### src/rtl/mod_ctrl.sv
// -----------------------------------------------------------------------------
// mod_ctrl -- control FSM for an iterative "a mod b" datapath.
//
// The datapath holds a temp register and a result register. This controller
// loads temp with a, repeatedly subtracts b while temp >= b (signalled by the
// datapath's less_than flag), then strobes the remainder into the result
// register and pulses done. A zero divisor short-circuits straight to done
// with err set.
//
// Optional feature: define MOD_TIMEOUT_EN to abort with err=1 once MAX_ITER
// subtract cycles have run without reaching temp < b. With the macro
// undefined there is no iteration limit and MAX_ITER is not used.
// -----------------------------------------------------------------------------
module mod_ctrl #(
    parameter int unsigned MAX_ITER = 1024,
    parameter int unsigned CNT_W    = 32
) (
    input  logic             CLK,
    input  logic             RST,
    input  logic             start,
    input  logic [31:0]      b,
    input  logic             less_than,
    output logic             select,
    output logic             write_enable,
    output logic             result_enable,
    output logic             busy,
    output logic             done,
    output logic             err,
    output logic [CNT_W-1:0] iter_count
);

    typedef enum logic [2:0] {
        S_IDLE,
        S_LOAD,
        S_CHECK,
        S_SUB,
        S_RESULT,
        S_DONE
    } state_t;

    state_t           state_q, state_d;
    logic             err_q, err_d;
    logic [CNT_W-1:0] iter_q, iter_d;

    logic             iter_at_limit;
    logic             iter_all_ones;

    assign iter_all_ones = &iter_q;

`ifdef MOD_TIMEOUT_EN
    // Compare in a wide domain so a limit larger than the counter can hold
    // never aliases onto a small count through truncation.
    localparam longint unsigned ITER_LIMIT = longint'(MAX_ITER);
    assign iter_at_limit = (64'(iter_q) == ITER_LIMIT);
`else
    assign iter_at_limit = 1'b0;
`endif

    // State, error flag and iteration counter registers with synchronous reset.
    always_ff @(posedge CLK) begin
        // NOTE: sequential state uses non-blocking assignments so every
        // register samples the pre-edge values, independent of statement order.
        if (RST) begin
            state_q <= S_IDLE;
            err_q   <= 1'b0;
            iter_q  <= '0;
        end else begin
            state_q <= state_d;
            err_q   <= err_d;
            iter_q  <= iter_d;
        end
    end

    // Next-state logic plus Moore strobes decoded from the current state only.
    always_comb begin
        // NOTE: every signal gets a default before the case so no path leaves
        // one unassigned, which would otherwise infer a latch.
        state_d       = state_q;
        err_d         = err_q;
        iter_d        = iter_q;
        select        = 1'b0;
        write_enable  = 1'b0;
        result_enable = 1'b0;
        busy          = 1'b1;
        done          = 1'b0;

        unique case (state_q)
            S_IDLE: begin
                busy = 1'b0;
                if (start) begin
                    // Accepting a request clears the previous status.
                    iter_d = '0;
                    if (b == 32'd0) begin
                        err_d   = 1'b1;
                        state_d = S_DONE;
                    end else begin
                        err_d   = 1'b0;
                        state_d = S_LOAD;
                    end
                end
            end

            S_LOAD: begin
                select       = 1'b0;
                write_enable = 1'b1;
                state_d      = S_CHECK;
            end

            S_CHECK: begin
                if (less_than) begin
                    state_d = S_RESULT;
                end else if (iter_at_limit) begin
                    err_d   = 1'b1;
                    state_d = S_DONE;
                end else begin
                    state_d = S_SUB;
                end
            end

            S_SUB: begin
                select       = 1'b1;
                write_enable = 1'b1;
                // Saturate rather than wrap so a huge quotient is still
                // reported as "at least this many".
                if (!iter_all_ones) begin
                    iter_d = iter_q + CNT_W'(1);
                end
                state_d = S_CHECK;
            end

            S_RESULT: begin
                result_enable = 1'b1;
                state_d       = S_DONE;
            end

            S_DONE: begin
                done    = 1'b1;
                state_d = S_IDLE;
            end

            default: begin
                state_d = S_IDLE;
            end
        endcase
    end

    assign err        = err_q;
    assign iter_count = iter_q;

endmodule

### config.mk
export PLATFORM = sky130hd
export DESIGN_NAME = mod_ctrl
export DESIGN_NICKNAME = d
export VERILOG_FILES = /design/src/rtl/mod_ctrl.sv
export SDC_FILE = /design/constraint.sdc
export NUM_CORES = 1
export LEC_CHECK = 0
export ABC_CLOCK_PERIOD_IN_PS = 3630
export CAP_MARGIN = 0
export CORE_ASPECT_RATIO = 1.2
export CORE_MARGIN = 2
export CORE_UTILIZATION = 49
export DETAILED_ROUTE_END_ITERATION = 8
export PLACE_DENSITY = 0.86
export SLEW_MARGIN = 20
export SYNTH_ARGS = -nofsm -noshare
export SYNTH_HDL_FRONTEND = slang
export SYNTH_SLANG_ARGS = --single-unit
### constraint.sdc
create_clock -name CLK -period 3.63 [get_ports CLK]
set_clock_uncertainty 0.2 [all_clocks]
set_input_delay 0.5445 -clock CLK [delete_from_list [all_inputs] [get_ports CLK]]
set_output_delay 0.5445 -clock CLK [all_outputs]
set_load 0.005 [all_outputs]
==> metrics.md <==
| Metric | Value |
|---|---|
| Max-Cap Viols | `0` |
| R2R Setup Slk | `720 ps` |
| Count leader, synth | `dfxtp_1` |
| Max Freq | `0.343 GHz` |
| Layout Utilization | `between 70 and 80%` |
| Syn Std Cell Area | `about 2100 sq um` |
| Worst path slowest cell | `clkdlybuf4s50_1` |
| Main combinational cell family by area after synthesis | `simple AND/OR/NAND/NOR gates` |
| CTS-repair resized insts | `0` |
| Total routed wirelength | `6200 microns` |
| Area Overhead vs Synth | `40.9%` |
| Worst r2r dst | `iter_count[21]$_SDFFE_PP0P_` |
| CTS tree | `built` |
| Port bufs | `73` |
| Count of cell types in the netlist | `55` |
| Clk_lat worst skew | `~300 ps` |
| Crit path launch | `state_q[0]$_SDFFE_PP0P_` |
| Hold_buf cts | `0` |
| Largest net degree at the start of global routing | `20` |
| DP HPWL | `4560 microns` |
| Status | `finished, final reports clean` |
| Synth Area in Compound Gates | `approximately 24%` |
| Type of the tightest min-delay check | `reg2reg` |
| Synth top area cells | `dfxtp_1 (34%), nand3_1 (4.4%), nand2_1 (4.4%), nor4_1 (4.4%), nor2_1 (3.7%)` |
| Yosys warns | `0` |
| Crit path kind | `reg2out` |
| Initial DRC count | `~190` |
| Synth area leader | `dfxtp_1` |
| RSZ-0062 raised after global routing | `false` |
| Area share of the largest cell type after synthesis | `between 30% and 40%` |
| Clock buffer count from CTS | `5` |
| Post-Synth Adder-Cell Area | `0.583%` |
| Antenna viol nets, final | `0` |
| Final net count | `383` |
| Vias in the first global route | `2,298` |
| Post-Synth Simple-Gate Area | `35.2%` |
| Predominant post-synthesis flop cell | `dfxtp_1` |
| Avg WL per Cell | `15.4 microns` |
| Die area | `4930 sq um` |
| # Post-CTS Setup Buffers | `0` |
| PwrDens | `between 200 and 300 nW/um^2` |
| TritonRoute pass-1 iters | `5` |
| Die W | `approximately 64 microns` |
| Final-report hold violation count | `0` |
| Clock sink count | `36` |
| CTS H-Tree Depth | `2` |
| IR Drop Worst-Case VDD | `0.000159 V` |
| Cell leakage power | `0.993 nW` |
| DR DRC count | `0` |
| Global-route wire length before repair | `between 10,000 and 15,000 microns` |
| Fin crit share | `80.3%` |
| Setup TNS | `0 ps` |
| R2R Path Start | `iter_count[1]$_SDFFE_PP0P_` |
| Crit path largest cell delay | `590 ps` |
| Syn nets | `approximately 310` |
| Vias per cell | `roughly 6.2` |
| Worst-margin pin slew | `706 ps` |
| Synth Area in XOR/XNOR | `0%` |
| Fin. max-slew vios | `0` |
| Core ar. | `4230 sq um` |
| Initial antenna violation count | `0` |
| Final min period | `2910 ps` |
| Mean Syn Cell Area | `7.78 sq um` |
| EDFF count, synth | `0` |
| GRT Total Usage | `25.9%` |
| Top cells by count, synth | `dfxtp_1 (36), nand2_1 (25), nor2_1 (21), nand3_1 (19), nor4_1 (15)` |
| Required @ worst endpoint | `2890 ps` |
| Post-Syn Instances | `between 200 and 300` |
| Starting Density | `50.8%` |
| Layout cell share with drive strength beyond 1 | `6.63%` |
| N_diodes | `0` |
| GPL Wtd Cong | `0.857` |
| Routed via count | `approximately 2.5k` |
| CTS max path bufs | `2` |
| CP endpoint | `select` |
| Yosys reg bits | `36` |
| Row Count | `26` |
| I/O pin cnt | `74` |
| Critical path launch point type | `flip-flop` |
| R2R cell count | `6` |
| Reg clk slew, reported paths | `70 ps` |
| Overflow after GRT | `0` |
| Worst setup EP type | `primary output` |
| Fraction of registers with async set/reset | `0%` |
| CTS Root Cell | `clkbuf_8` |
| Crit-path cells | `nand3b_1, buf_4, inv_1, clkdlybuf4s50_1` |
| Mux share of post-synthesis cell area | `1.40%` |
| Post-synthesis sequential area ratio | `33.6%` |
| Max FO, Critical Path | `19` |
| Arrival @ worst endpoint | `between 2000 and 2500 ps` |
| Filler cells | `332` |
| Slew headroom | `between 50% and 60%` |
| Die height | `~77 microns` |
| Final setup fails | `0` |
## logic make-up (layout without fill, tap and decap cells)
kind of cell	count (synthesis)	after routing
mux	3	3
compound gates	71	71
simple gates	139	139
flops	36	36
buf+inv	26	97
fa+ha+maj	1	1
## sequential cells by signal, indices dropped and copies added (netlist names)
register,count
iter_count,32
err,1
state_q,3
## final cells by class
class | count | area, sq um | area share, %
clock inverter | 2 | 35.0 | 1.16
inverter | 11 | 41.3 | 1.37
timing repair buffer | 78 | 768 | 25.4
tap | 56 | 70.1 | 2.32
clock buffer | 6 | 72.6 | 2.40
multi-input combinational | 214 | 1320 | 43.5
sequential | 36 | 721 | 23.8
## worst min-delay path by stage
| stage | start | endpoint | cells after the start |
|---|---|---|---|
| global placement | err$_SDFFE_PP0P_ | err$_SDFFE_PP0P_ | 2 |
| floorplan | iter_count[25]$_SDFFE_PP0P_ | iter_count[25]$_SDFFE_PP0P_ | 1 |
| finish | iter_count[25]$_SDFFE_PP0P_ | iter_count[25]$_SDFFE_PP0P_ | 1 |
| global route | iter_count[25]$_SDFFE_PP0P_ | iter_count[25]$_SDFFE_PP0P_ | 1 |
| detailed placement | iter_count[25]$_SDFFE_PP0P_ | iter_count[25]$_SDFFE_PP0P_ | 1 |
| CTS | iter_count[25]$_SDFFE_PP0P_ | iter_count[25]$_SDFFE_PP0P_ | 1 |
## power by group
group / total (mW) / switching [mW] / internal (mW)
logic: 0.0996 / 0.0430 / 0.0567
clock network: 0.358 / 0.154 / 0.204
registers: 0.403 / 0.00613 / 0.397
## worst max-delay path, delay by kind of cell, from the launching register on
kind | cells | cell delay, ps
buf+inv | 3 | 1190
flops | 1 | 520
simple gates | 1 | 160
## placed cells by master (no fill, tap or decap), types with 5 or more instances in the layout
master           netlist  final
dfxtp_1               36     36
a31oi_1                8      8
nand2_1               25     25
o211ai_1               9      9
o21ai_0               12     12
nor3_1                14     14
clkbuf_8               0      5
a21oi_1               11     11
nand3_1               19     19
buf_4                  0      5
nor2_1                21     21
inv_1                 11     11
and4_1                 5      5
or3_1                  5      5
nor4_1                15     15
nand4_1               12     12
clkdlybuf4s50_1        0     73
## stage by stage
step | worst slack, ps | hold slack, ps | power (mW) | instances | area [sq um]
6_report | 715 | 310 | 0.861 | 403 | 3020
5_1_grt | 475 | 330 | 0.890 | 403 | 3020
3_3_place_gp | 678 | 279 | 0.509 | 395 | 2920
4_1_cts | 713 | 309 | 0.865 | 403 | 3020
2_1_floorplan | 1330 | 274 | 0.458 | 276 | 2150
3_5_place_dp | 583 | 289 | 0.512 | 395 | 2920
## layer usage
metal | GRT usage [%] | part of all wire (%) | vias up
met1 | 32.5 | 42 | 1171
met4 | 10.9 | 2.0 | 0
met5 | 0 | 0 | -
met3 | 5.61 | 6.3 | 15
met2 | 42.5 | 50 | 119
li1 | - | - | 1212
(Power assumes the default switching activity.)
